## config.mk

```make
export PLATFORM = sky130hd
export DESIGN_NAME = vx_fp_round_arbiter
export DESIGN_NICKNAME = d
export VERILOG_FILES = /design/src/rtl/vx_fp_round_arbiter_pkg.sv /design/src/rtl/vx_fp_round_arbiter_rounding.sv /design/src/rtl/vx_fp_round_arbiter.sv
export SDC_FILE = /design/constraint.sdc
export NUM_CORES = 1
export LEC_CHECK = 0
export BUFFER_PORTS_ARGS = -buffer_cell sky130_fd_sc_hd__buf_4
export CAP_MARGIN = 40
export CORE_ASPECT_RATIO = 2
export CORE_UTILIZATION = 40
export CTS_CLUSTER_DIAMETER = 80
export DETAILED_ROUTE_END_ITERATION = 10
export GPL_TIMING_DRIVEN = 0
export HOLD_SLACK_MARGIN = 0.02
export PLACE_DENSITY = 0.8
export SYNTH_ARGS = -nofsm -noshare
export SYNTH_HDL_FRONTEND = slang
export SYNTH_SLANG_ARGS = --single-unit
```

## constraint.sdc

```tcl
create_clock -name clk -period 9.4 [get_ports clk]
set_input_delay 1.88 -clock clk [delete_from_list [all_inputs] [get_ports clk]]
set_output_delay 1.88 -clock clk [all_outputs]
set_load 0.03 [all_outputs]
```

## src/rtl/vx_fp_round_arbiter_pkg.sv

```systemverilog
// Shared FPU definitions: rounding-mode encodings, result flag bundle and
// the dynamic rounding-mode resolution helper.
package vx_fp_round_arbiter_pkg;

    localparam logic [2:0] RM_RNE = 3'b000;
    localparam logic [2:0] RM_RTZ = 3'b001;
    localparam logic [2:0] RM_RDN = 3'b010;
    localparam logic [2:0] RM_RUP = 3'b011;
    localparam logic [2:0] RM_RMM = 3'b100;
    localparam logic [2:0] RM_DYN = 3'b111;

    typedef struct packed {
        logic inexact;
        logic rm_err;
    } fp_flags_t;

    // Instruction rm of DYN defers to the frm CSR; anything else is used as-is.
    function automatic logic [2:0] resolve_rm(input logic [2:0] rm, input logic [2:0] frm);
        return (rm == RM_DYN) ? frm : rm;
    endfunction

endpackage

```

## src/rtl/vx_fp_round_arbiter_rounding.sv

```systemverilog
// Rounding datapath: applies one of the five RISC-V rounding modes to a
// pre-rounded magnitude with {round,sticky} bits. Reserved modes fall back
// to RNE and raise rm_err. Purely combinational.
module vx_fp_round_arbiter_rounding
    import vx_fp_round_arbiter_pkg::*;
#(
    parameter int DAT_WIDTH = 31
) (
    input  logic [DAT_WIDTH-1:0] i_value,
    input  logic                 i_sign,
    input  logic [1:0]           i_rs,
    input  logic [2:0]           i_rm,
    input  logic                 i_eff_sub,
    output logic [DAT_WIDTH-1:0] o_value,
    output logic                 o_sign,
    output logic                 o_exact_zero,
    output fp_flags_t            o_flags
);

    logic       w_round;
    logic       w_sticky;
    logic       w_rm_err;
    logic [2:0] w_mode;
    logic       w_round_up;

    assign w_round  = i_rs[1];
    assign w_sticky = i_rs[0];

    // Map reserved encodings onto RNE and flag them.
    always_comb begin
        w_rm_err = 1'b0;
        w_mode   = i_rm;
        if (i_rm > RM_RMM) begin
            w_rm_err = 1'b1;
            w_mode   = RM_RNE;
        end
    end

    // Round-up decision per mode; RNE breaks ties towards an even lsb.
    always_comb begin
        w_round_up = 1'b0;
        case (w_mode)
            RM_RNE:  w_round_up = w_round & (w_sticky | i_value[0]);
            RM_RTZ:  w_round_up = 1'b0;
            RM_RDN:  w_round_up = i_sign & (w_round | w_sticky);
            RM_RUP:  w_round_up = ~i_sign & (w_round | w_sticky);
            RM_RMM:  w_round_up = w_round;
            default: w_round_up = 1'b0;
        endcase
    end

    // Carry out of the mantissa ripples into the exponent field and is allowed
    // to wrap at the top; the producers have already saturated where needed.
    assign o_value      = i_value + DAT_WIDTH'(w_round_up);
    assign o_exact_zero = (i_value == '0) && (i_rs == 2'b00);
    // x - x produces +0 except when rounding down, which yields -0.
    assign o_sign       = (o_exact_zero && i_eff_sub) ? (w_mode == RM_RDN) : i_sign;

    assign o_flags.inexact = w_round | w_sticky;
    assign o_flags.rm_err  = w_rm_err;

endmodule

```

## src/rtl/vx_fp_round_arbiter.sv

```systemverilog
// Shared FPU rounding stage: round-robin arbitration among producers, one
// rounding datapath on the granted request, and a 1-deep registered output
// with valid/ready handshake tagged by requester index and tag.
module vx_fp_round_arbiter
    import vx_fp_round_arbiter_pkg::*;
#(
    parameter int NUM_REQS  = 4,
    parameter int DAT_WIDTH = 31,
    parameter int TAG_WIDTH = 8
) (
    input  logic                           clk,
    input  logic                           reset,
    input  logic [NUM_REQS-1:0]            req_valid,
    output logic [NUM_REQS-1:0]            req_ready,
    input  logic [NUM_REQS*DAT_WIDTH-1:0]  req_value,
    input  logic [NUM_REQS-1:0]            req_sign,
    input  logic [NUM_REQS*2-1:0]          req_rs,
    input  logic [NUM_REQS*3-1:0]          req_rm,
    input  logic [NUM_REQS-1:0]            req_eff_sub,
    input  logic [NUM_REQS*TAG_WIDTH-1:0]  req_tag,
    input  logic [2:0]                     frm,
    output logic                           out_valid,
    input  logic                           out_ready,
    output logic [DAT_WIDTH-1:0]           out_value,
    output logic                           out_sign,
    output logic                           out_exact_zero,
    output logic                           out_inexact,
    output logic                           out_rm_err,
    output logic [$clog2(NUM_REQS)-1:0]    out_req_idx,
    output logic [TAG_WIDTH-1:0]           out_tag
);

    localparam int IDX_W = $clog2(NUM_REQS);

    logic                 r_out_valid;
    logic [DAT_WIDTH-1:0] r_out_value;
    logic                 r_out_sign;
    logic                 r_out_exact_zero;
    logic                 r_out_inexact;
    logic                 r_out_rm_err;
    logic [IDX_W-1:0]     r_out_req_idx;
    logic [TAG_WIDTH-1:0] r_out_tag;
    logic [IDX_W-1:0]     r_ptr;

    logic                 w_accept;
    logic                 w_found;
    logic                 w_grant;
    logic [IDX_W-1:0]     w_grant_idx;
    logic [IDX_W-1:0]     w_ptr_next;

    logic [DAT_WIDTH-1:0] w_sel_value;
    logic                 w_sel_sign;
    logic [1:0]           w_sel_rs;
    logic [2:0]           w_sel_rm;
    logic                 w_sel_eff_sub;
    logic [TAG_WIDTH-1:0] w_sel_tag;
    logic [2:0]           w_eff_rm;

    logic [DAT_WIDTH-1:0] w_rnd_value;
    logic                 w_rnd_sign;
    logic                 w_rnd_zero;
    fp_flags_t            w_rnd_flags;

    assign w_accept = ~r_out_valid | out_ready;
    assign w_grant  = w_found & w_accept & ~reset;

    // Round-robin search: first pass covers [ptr, N), second pass wraps to [0, ptr).
    always_comb begin
        w_found     = 1'b0;
        w_grant_idx = '0;
        for (int i = 0; i < NUM_REQS; i++) begin
            if (!w_found && req_valid[i] && (i >= int'(r_ptr))) begin
                w_found     = 1'b1;
                w_grant_idx = IDX_W'(i);
            end
        end
        for (int i = 0; i < NUM_REQS; i++) begin
            if (!w_found && req_valid[i]) begin
                w_found     = 1'b1;
                w_grant_idx = IDX_W'(i);
            end
        end
    end

    // One-hot ready towards the granted requester, all zero otherwise.
    always_comb begin
        req_ready = '0;
        for (int i = 0; i < NUM_REQS; i++) begin
            req_ready[i] = w_grant && (w_grant_idx == IDX_W'(i));
        end
    end

    // Payload mux for the granted requester.
    always_comb begin
        w_sel_value   = '0;
        w_sel_sign    = 1'b0;
        w_sel_rs      = 2'b00;
        w_sel_rm      = RM_RNE;
        w_sel_eff_sub = 1'b0;
        w_sel_tag     = '0;
        for (int i = 0; i < NUM_REQS; i++) begin
            if (w_grant_idx == IDX_W'(i)) begin
                w_sel_value   = req_value[i*DAT_WIDTH +: DAT_WIDTH];
                w_sel_sign    = req_sign[i];
                w_sel_rs      = req_rs[i*2 +: 2];
                w_sel_rm      = req_rm[i*3 +: 3];
                w_sel_eff_sub = req_eff_sub[i];
                w_sel_tag     = req_tag[i*TAG_WIDTH +: TAG_WIDTH];
            end
        end
    end

    assign w_eff_rm   = resolve_rm(w_sel_rm, frm);
    assign w_ptr_next = (w_grant_idx == IDX_W'(NUM_REQS - 1)) ? '0 : w_grant_idx + IDX_W'(1);

    vx_fp_round_arbiter_rounding #(
        .DAT_WIDTH (DAT_WIDTH)
    ) u_rounding (
        .i_value      (w_sel_value),
        .i_sign       (w_sel_sign),
        .i_rs         (w_sel_rs),
        .i_rm         (w_eff_rm),
        .i_eff_sub    (w_sel_eff_sub),
        .o_value      (w_rnd_value),
        .o_sign       (w_rnd_sign),
        .o_exact_zero (w_rnd_zero),
        .o_flags      (w_rnd_flags)
    );

    // Pointer moves past the winner only when a grant actually happens.
    always_ff @(posedge clk) begin
        if (reset) begin
            r_ptr <= '0;
        end else if (w_grant) begin
            r_ptr <= w_ptr_next;
        end
    end

    // Output stage: load on grant, drop valid on an idle accept, hold under backpressure.
    always_ff @(posedge clk) begin
        if (reset) begin
            r_out_valid      <= 1'b0;
            r_out_value      <= '0;
            r_out_sign       <= 1'b0;
            r_out_exact_zero <= 1'b0;
            r_out_inexact    <= 1'b0;
            r_out_rm_err     <= 1'b0;
            r_out_req_idx    <= '0;
            r_out_tag        <= '0;
        end else if (w_accept) begin
            r_out_valid <= w_grant;
            if (w_grant) begin
                r_out_value      <= w_rnd_value;
                r_out_sign       <= w_rnd_sign;
                r_out_exact_zero <= w_rnd_zero;
                r_out_inexact    <= w_rnd_flags.inexact;
                r_out_rm_err     <= w_rnd_flags.rm_err;
                r_out_req_idx    <= w_grant_idx;
                r_out_tag        <= w_sel_tag;
            end
        end
    end

    assign out_valid      = r_out_valid;
    assign out_value      = r_out_value;
    assign out_sign       = r_out_sign;
    assign out_exact_zero = r_out_exact_zero;
    assign out_inexact    = r_out_inexact;
    assign out_rm_err     = r_out_rm_err;
    assign out_req_idx    = r_out_req_idx;
    assign out_tag        = r_out_tag;

endmodule

```

Word-level counts from Yosys, hierarchy flattened
Cells that the tools add are included.
- logic and storage cells: 106
- output and inout port bits: 50
- flip-flop bits (word level): 48
- input port bits: 194
- $add $sub $neg: 2
- bitwise gates (word level): 11
- $lt $le $gt $ge: 4
- eq/ne operators: 7
- reductions and logical operators: 28
- mux-type cells: 45
- operators by type and width (operator ; number):
    31-bit 2-to-1 mux ; 4
    8-bit 2-to-1 mux ; 4
    31-bit by 1-bit adder with 31-bit output ; 1
    31-bit zero test ; 1
    2-bit 2-to-1 mux ; 11
    1-bit 2-to-1 mux ; 19
    3-bit 2-to-1 mux ; 6
    1-bit logical AND ; 16
    1-bit zero test ; 7
    3-bit by 2-bit equality test with 1-bit output (second input constant) ; 2
    3-bit equality test (second input constant) ; 2
    1-bit bitwise AND ; 5
    2-bit equality test (second input constant) ; 2
    1-bit by 2-bit greater-or-equal comparator with 1-bit output (first input constant) ; 2
    2-bit zero test ; 2
    1-bit one-hot mux with 4 select lines ; 1
    3-bit greater-than comparator (second input constant) ; 1
    3-bit zero test ; 1
    1-bit inverter ; 3
    1-bit bitwise OR ; 3
    2-bit by 1-bit adder with 2-bit output (second input constant) ; 1
    2-bit by 1-bit equality test with 1-bit output (second input constant) ; 1
    2-bit greater-or-equal comparator (first input constant) ; 1
    2-bit AND reduction ; 1

Logic depth before layout (Yosys ltp)
Gate-level depths: netlist of the first run.
- depth in word-level cells: 38
- depth in mapped cells: 27
- gate-level depth less buffers: 20

Modules after synthesis
From an unflattened synthesis of the first run, not the netlist that was laid out.
- cells, all modules: 562
- area total of the unflattened synthesis: 4261.6 µm²
- modules (own cells, without submodules) (module ; area an instance (µm²) ; cells an instance ; seq. area each (µm²) ; times used):
    vx_fp_round_arbiter ; 3407.0 ; 444 ; 960.9 ; 1
    vx_fp_round_arbiter_rounding ; 854.6 ; 118 ; 0.0 ; 1

Least setup slack after synthesis of the first run
OpenSTA, ideal clock, no wires.
- kind: input -> register
- start: in req_valid[0]
- end: reg r_out_value[20] (netlist: out_value[20])
- buffers on the path: 3
- data required time: 9.280 ns
- setup slack: 3.129 ns
- data arrival time: 6.151 ns
- setup time: 0.120 ns
- stages on the path: 21
- path through: nor2b_1 a21oi_1 o22ai_1 a21oi_1 ha_1 clkbuf_1 clkbuf_1 a211oi_1 a211o_1 a21oi_1 nor2_1 a2111oi_0 a22o_1 ha_1 ha_1 and2_1 and4_1 clkbuf_1 nand4_1 o311a_1 a211o_1
- word-level cells in the longest chain between the ends: 37
- elaborated cells on any way between the ends: 71
- classes of those cells: 1 x add/sub; 1 x order compare; 7 x eq/ne; 34 x mux; 8 x bitwise; 20 x reduce/logical
- ends and longest elaborated chain (element ; line ; text):
    start: declaration ; vx_fp_round_arbiter.sv:13 ; input logic [NUM_REQS-1:0] req_valid,
    1-bit logical AND ; vx_fp_round_arbiter.sv:72 ; if (!w_found && req_valid[i] && (i >= int'(r_ptr))) begin
    1-bit 2-to-1 mux ; vx_fp_round_arbiter.sv:72 ;
    1-bit zero test ; vx_fp_round_arbiter.sv:72 ;
    1-bit logical AND (2 in series) ; vx_fp_round_arbiter.sv:72 ;
    1-bit 2-to-1 mux ; vx_fp_round_arbiter.sv:72 ;
    1-bit zero test ; vx_fp_round_arbiter.sv:72 ;
    1-bit logical AND (2 in series) ; vx_fp_round_arbiter.sv:72 ;
    1-bit 2-to-1 mux ; vx_fp_round_arbiter.sv:72 ;
    [... 15 more ...] ; n/a ;
    net w_grant_idx[0] ; vx_fp_round_arbiter.sv:48 ; logic [IDX_W-1:0] w_grant_idx;
    [... 1 more ...] ; n/a ;
    3-bit 2-to-1 mux (4 in series) ; vx_fp_round_arbiter.sv:102 ; if (w_grant_idx == IDX_W'(i)) begin
    3-bit equality test ; vx_fp_round_arbiter_pkg.sv:19 ; return (rm == RM_DYN) ? frm : rm;
    3-bit 2-to-1 mux ; vx_fp_round_arbiter_pkg.sv:19 ;
    3-bit greater-than comparator ; vx_fp_round_arbiter_rounding.sv:33 ; if (i_rm > RM_RMM) begin
    3-bit 2-to-1 mux ; vx_fp_round_arbiter_rounding.sv:33 ;
    3-bit equality test (tied with other cells) ; vx_fp_round_arbiter_rounding.sv:42 ; case (w_mode)
    1-bit one-hot mux with 4 select lines ; vx_fp_round_arbiter_rounding.sv:42 ;
    31-bit by 1-bit adder with 31-bit output * ; vx_fp_round_arbiter_rounding.sv:54 ; assign o_value = i_value + DAT_WIDTH'(w_round_up);
    end signal: assignment ; vx_fp_round_arbiter.sv:153 ; r_out_value <= w_rnd_value;
    end: declaration ; vx_fp_round_arbiter.sv:36 ; logic [DAT_WIDTH-1:0] r_out_value;
Mark *: on every way through the listed nets, which the timed path passes. The rest lies on a longest branch.
A chain may end at the register's enable or synchronous reset.

Worst setup path in the final report of the first run
Same ends and word-level chain as after synthesis.

==> flow_metrics.py, run 1 <==
metrics = {
    "floorplanning": {
        "initial_core_util_pct": 41.4,
        "dieArea_um2": 11000,
        "ios": 244,
        "fp.dieW_um": 74.7,
        "die_height_um": 147,
        "fp-row-count": 52,
        "core-area_um2": 10200,
    },
    "timing": {
        "max_freq_ghz": 0.132,
        "hold_viol_final": 0,
        "holdWs_ns": 0.470,
        "fin_worst_skew_ns": 0.00582,
        "fin_crit_ns": 7.58,
        "rsz0062_at_grt": "no",
        "fin_tns_setup_ns": 0,
        "min_period_over_period_pct": 80.6,
        "tightest_slew_ns": 0.746,
        "relSlewSlack_pct": 49.9,
        "slew_violations": 0,
        "setup_viol": 0,
    },
    "synthesis": {
        "yosys_warnings": 0,
        "synthesis.nets": 785,
        "synth_top_area_share_pct": 22.7,
        "syn_area_per_cell_um2": 7.23,
        "synth_top_area_cell": "dfxtp_1",
        "synth_area_leaders": "dfxtp_1 (23%), a21oi_1 (5.7%), nand3_1 (5.2%)",
        "synth_top_flop_cell": "dfxtp_1",
        "synth_area_um2": 4230,
        "yosysMostFrequentCell": "nor2_1",
        "ys_seq_area_share_pct": 22.7,
        "yosysUniqueCellTypes": 68,
        "synthArstFlopShare_pct": 0,
        "synth-edff-count": 0,
        "ys_seq_elements": 48,
        "synth_cells": 585,
        "ys_top_cells_by_count": "nor2_1 (52), a21oi_1 (48), dfxtp_1 (48), nand3_1 (44), nand2_1 (38)",
    },
    "clock_tree": {
        "h-tree-depth": 2,
        "cts_tree": "yes",
        "clock_latency_ns": 0.30,
        "hold_buffers": 0,
        "clk_pin_slew_worst_paths_ns": 0.07,
        "cts_root_buffer": "clkbuf_16",
        "post-cts-setup-buffer-count": 0,
        "clockBufferDepth": 2,
        "cts_buffers": 5,
        "clock_sinks": 48,
        "cts_resized": 0,
    },
    "detailed_routing": {
        "ant_nets": 0,
        "drtPass1Iterations": 6,
        "vias": 5999,
        "first_iter_violations": 568,
        "wl_per_cell_um": 21.9,
        "vias_per_cell": 6.18,
        "wirelength_mm": 21.2,
        "drc_errors": 0,
    },
    "finish": {
        "fin_cells": 970,
        "final_net_count": 1034,
        "diodes": 0,
        "final_core_utilization_pct": 62.6,
        "area_growth_pct": 51.1,
        "design_area_um2": 6390,
        "drive_gt1_share_pct": 35.9,
    },
    "flow_run": {
        "cap_violations": 0,
    },
    "pwr": {
        "p_leak_nw": 2.75,
        "power.density_nw_per_um2": 231,
        "peakVddDrop_uv": 139,
    },
    "outcome": {
        "outcome": "finished, final reports clean",
    },
    "hold_path": {
        "whs_path_depth": 2,
        "hp-class": "flip-flop to flip-flop",
        "hp-start": "out_tag[6]",
        "hold_end": "out_tag[6]",
    },
    "placed_design": {
        "hpwl_mm": 17.1,
        "dp_cells": 962,
        "placed_cell_area_um2": 6220,
        "place.gp.congestion": 1.03,
        "port_buffers": 242,
    },
    "setup_path": {
        "critPathMaxFanout": 10,
        "critical_path_class": "input pin to flip-flop",
        "critPathMostFrequentCell": "buf_2",
        "start_kind": "input pin",
        "crit_path_end_kind": "flip-flop",
        "cp-startpoint": "req_valid[0]",
        "reg2reg_depth": 24,
        "crit_arrival_ns": 7.77,
        "cp_slowest_stage_delay_ns": 0.58,
        "regToRegStartpoint": "r_ptr[0]",
        "rr_endpoint": "out_value[20]",
        "reg2reg_slack_ns": 3.19,
        "crit_required_ns": 9.59,
        "slowest_stage": "a21oi_1",
    },
    "global_routing": {
        "grt_use_total_pct": 38.0,
        "grt_pass1_vias": 5817,
        "grt_max_degree": 16,
        "antenna_found_initial": 0,
        "grt_overflow_total": 0,
        "grt_pass1_wl_mm": 30.9,
    },
}
-- power by group --
part | switching [mW] | total, mW | internal, mW
Sequential | 0.0383 | 0.297 | 0.258
Combinational | 0.602 | 0.958 | 0.356
Clock | 0.0886 | 0.222 | 0.134
Total | 0.729 | 1.48 | 0.748
-- critical path, delay by kind of cell --
family / cells / cell delay [ns]
AOI/OAI and AO/OA: 9 / 2.19
adders and majority gates: 3 / 0.70
xor gates and xnor gates: 1 / 0.19
buffers and inverters: 6 / 1.52
and+or+nand+nor: 6 / 1.25
-- flip-flops by register name (all words and copies together), names as in the netlist --
| signal | count |
|---|---|
| out_value | 31 |
| out_tag | 8 |
| out_req_idx | 2 |
| r_ptr | 2 |
| out_exact_zero | 1 |
| out_inexact | 1 |
| out_rm_err | 1 |
| out_sign | 1 |
| out_valid | 1 |
-- layer usage --
layer | vias up | share of wire, % | wire, um | track usage (%)
met5 | - | 0 | 0 | 0
met4 | 0 | 7.0 | 1490 | 25.8
met3 | 108 | 7.8 | 1660 | 7.43
met2 | 406 | 51 | 10900 | 65.2
met1 | 2764 | 34 | 7160 | 40.0
li1 | 2721 | - | - | -
-- cell type report --
class                      instances  area, um^2
fill                            1012        3820
multi-input combinational        476        3000
timing repair buffer             242        1820
sequential                        48         961
buffer                            50         234
tap                              135         169
clock buffer                       6         139
inverter                          11        41.3
clock inverter                     2        38.8
-- through the flow --
stage	setup slack (ns)	total power, mW
after floorplan	3.13	0.890
after global placement	1.82	1.22
after detailed placement	1.75	1.23
after CTS	2.02	1.45
after global routing	1.42	1.54
final	1.82	1.48
-- cells by family after synthesis --
kind of cell / after synthesis / share of synthesized area, %
XOR/XNOR: 14 / 2.90
flip-flops: 48 / 22.7
AND/OR/NAND/NOR: 258 / 34.2
buffers and inverters: 61 / 6.50
adder cells (fa/ha/maj): 6 / 1.77
AO/OA/AOI/OAI: 198 / 31.9
-- cell usage in the layout, fill, tap and decap left out, types with 7 or more instances in the layout --
master      n
a221oi_1   16
nand4_1    10
nor3b_1     7
nand2_1    38
buf_4     246
nor4_1      7
o211ai_1   11
inv_1      10
o22ai_1    32
o21ai_0    28
nor2b_1    25
nand3_1    44
clkbuf_1   26
dfxtp_1    48
a22oi_1     9
nor3_1     13
a211oi_1    9
xnor2_1     9
a21oi_1    48
nor2_1     52
nand3b_1   14
buf_2      13
-- how the worst max path moves through the flow --
stage               slack (ns)       endpoint  depth (start not counted)
finish                    1.82  out_value[20]                         25
global route              1.42  out_value[20]                         22
CTS                       2.02  out_value[20]                         22
detailed placement        1.75  out_value[20]                         22
global placement          1.82  out_value[20]                         25
floorplan                 3.13  out_value[20]                         21
Note: power is estimated with default switching activity, not from simulation.
==> inputs of run 2 (changes only) <==
--- a/config.mk
+++ b/config.mk
@@ -13,7 +13,7 @@
 export DETAILED_ROUTE_END_ITERATION = 10
 export GPL_TIMING_DRIVEN = 0
 export HOLD_SLACK_MARGIN = 0.02
-export PLACE_DENSITY = 0.8
+export PLACE_DENSITY = 0.83
 export SYNTH_ARGS = -nofsm -noshare
 export SYNTH_HDL_FRONTEND = slang
 export SYNTH_SLANG_ARGS = --single-unit
==> constraint.sdc (replaced) <==
create_clock -name clk -period 6.8 [get_ports clk]
set_input_delay 1.36 -clock clk [delete_from_list [all_inputs] [get_ports clk]]
set_output_delay 1.36 -clock clk [all_outputs]
set_load 0.03 [all_outputs]
==> flow_metrics.py, run 2 (synthesis results as in run 1) <==
metrics = {
    "outcome": {
        "outcome": "finished, final reports clean",
    },
    "global_routing": {
        "grt_use_met3_pct": 5.18,
        "use_met1_pct": 39.2,
        "grt_overflow_total": 0,
        "grt_pass1_vias": 5950,
        "grt_use_total_pct": 36.7,
        "grt_max_degree": 16,
        "grt_pass1_wl_mm": 30.5,
        "top_usage_layer": "met2",
        "use_met2_pct": 64.1,
        "antenna_found_initial": 0,
    },
    "placed_design": {
        "place.gp.congestion": 1.03,
        "hpwl_mm": 16.6,
        "port_buffers": 242,
        "pre_cts_slack_ns": -0.172,
    },
    "timing": {
        "fin_crit_ns": 6.57,
        "max_freq_ghz": 0.152,
        "fin_ws_ns": 0.235,
        "rsz0062_at_grt": "no",
        "tightest_slew_ns": 0.700,
        "fin_worst_skew_ns": 0.00637,
        "setup_viol": 0,
        "relSlewSlack_pct": 53.0,
        "holdWs_ns": 0.464,
        "hold_viol_final": 0,
        "min_period_over_period_pct": 96.5,
        "fin_tns_setup_ns": 0,
        "slew_violations": 0,
    },
    "clock_tree": {
        "clock_sinks": 48,
        "h-tree-depth": 2,
        "clock_latency_ns": 0.30,
        "cts_tree": "yes",
        "clockBufferDepth": 2,
        "clk_pin_slew_worst_paths_ns": 0.07,
        "cts_root_buffer": "clkbuf_16",
        "cts_buffers": 5,
        "hold_buffers": 0,
    },
    "detailed_routing": {
        "first_iter_violations": 564,
        "drc_errors": 0,
        "vias_per_cell": 6.18,
        "wl_per_cell_um": 20.8,
        "ant_nets": 0,
        "vias": 5993,
        "wirelength_mm": 20.2,
        "drtPass1Iterations": 5,
    },
    "finish": {
        "drive_gt1_share_pct": 36.4,
        "area_growth_pct": 50.9,
        "final_cell_mix": "buf_4 (247), nor2_1 (52), dfxtp_1 (48)",
        "final_net_count": 1034,
        "final_common_cell": "buf_4",
        "largest_reg_flops": 31,
        "diodes": 0,
    },
    "floorplanning": {
        "core-area_um2": 10200,
        "die_height_um": 147,
        "dieArea_um2": 11000,
        "ios": 244,
        "fp.dieW_um": 74.7,
        "initial_core_util_pct": 41.4,
        "fp-row-count": 52,
    },
    "flow_run": {
        "cap_violations": 0,
    },
    "setup_path": {
        "crit_path_end_kind": "flip-flop",
        "start_kind": "input pin",
        "crit_required_ns": 6.98,
        "critPathMaxFanout": 10,
        "critical_path_class": "input pin to flip-flop",
        "reg2reg_depth": 24,
        "crit_arrival_ns": 6.75,
    },
    "pwr": {
        "power.density_nw_per_um2": 311,
        "p_leak_nw": 2.74,
        "p_total_mw": 1.98,
        "peakVddDrop_uv": 162,
    },
    "hold_path": {
        "whs_path_depth": 2,
        "hp-class": "flip-flop to flip-flop",
    },
}
-- run 2: changes by cell type in the layout (fill, tap and decap cells not counted), sizes merged --
| cell | previous run | this run |
|---|---|---|
| clkbuf | 32 | 31 |
| clkinv | 1 | 0 |
| bufinv | 1 | 0 |
| buf | 266 | 267 |
| clkinvlp | 0 | 2 |
-- run 2: metal layers --
| layer | wire, um | vias up |
|---|---|---|
| met5 | 0 | - |
| li1 | - | 2718 |
| met2 | 10500 | 403 |
| met1 | 6980 | 2774 |
| met4 | 1410 | 0 |
| met3 | 1310 | 98 |
-- run 2: worst paths after layout --
kind	start	endpoint	slack [ns]
setup / recovery	req_valid[0]	out_value[24]	0.23
hold / removal	out_value[1]	out_value[1]	0.46
setup reg to reg	r_ptr[0]	out_value[24]	1.10
hold reg to reg	out_value[1]	out_value[1]	0.46
-- run 2: layout make-up --
| class | instances | area (um^2) |
|---|---|---|
| buffer | 49 | 231 |
| clock buffer | 6 | 139 |
| clock inverter | 2 | 15.0 |
| fill | 974 | 3830 |
| inverter | 11 | 41.3 |
| multi-input combinational | 476 | 3000 |
| sequential | 48 | 961 |
| tap | 135 | 169 |
| timing repair buffer | 243 | 1820 |
-- run 2: repair_timing --
action,in CTS,in global routing
buffers inserted,0,1
gates resized for setup,0,4
endpoints found under the setup margin,0,17
-- run 2: power by group --
| group | internal [mW] | switching, mW | leakage [nW] |
|---|---|---|---|
| clock network | 0.147 | 0.117 | 0.0691 |
| logic | 0.494 | 0.820 | 2.27 |
| registers | 0.357 | 0.0488 | 0.398 |
| total | 0.997 | 0.985 | 2.74 |
-- run 2: critical path: stages --
cell and delay (ns):
buf_4 0.12, nor2b_1 0.14, a21oi_1 0.13, o22ai_1 0.12
a21oi_2 0.31, ha_1 0.27, buf_2 0.22, buf_2 0.23
buf_2 0.31, buf_2 0.30, nand2_1 0.08, o211ai_1 0.11
o221ai_1 0.33, nor3b_1 0.32, o21ai_0 0.13, xor2_1 0.17
a22o_1 0.14, ha_1 0.19, ha_1 0.21, and2_1 0.14
and4_1 0.20, clkbuf_1 0.27, and4_1 0.47, a211oi_1 0.14
a311o_1 0.33
-- run 2: stage by stage --
step / instances / cell area, um^2 / util, %
finish: 970 / 6380 / 62.5
global route: 970 / 6380 / 62.5
CTS: 970 / 6370 / 62.4
detailed placement: 962 / 6220 / 60.9
global placement: 962 / 6220 / 60.9
floorplan: 585 / 4230 / -
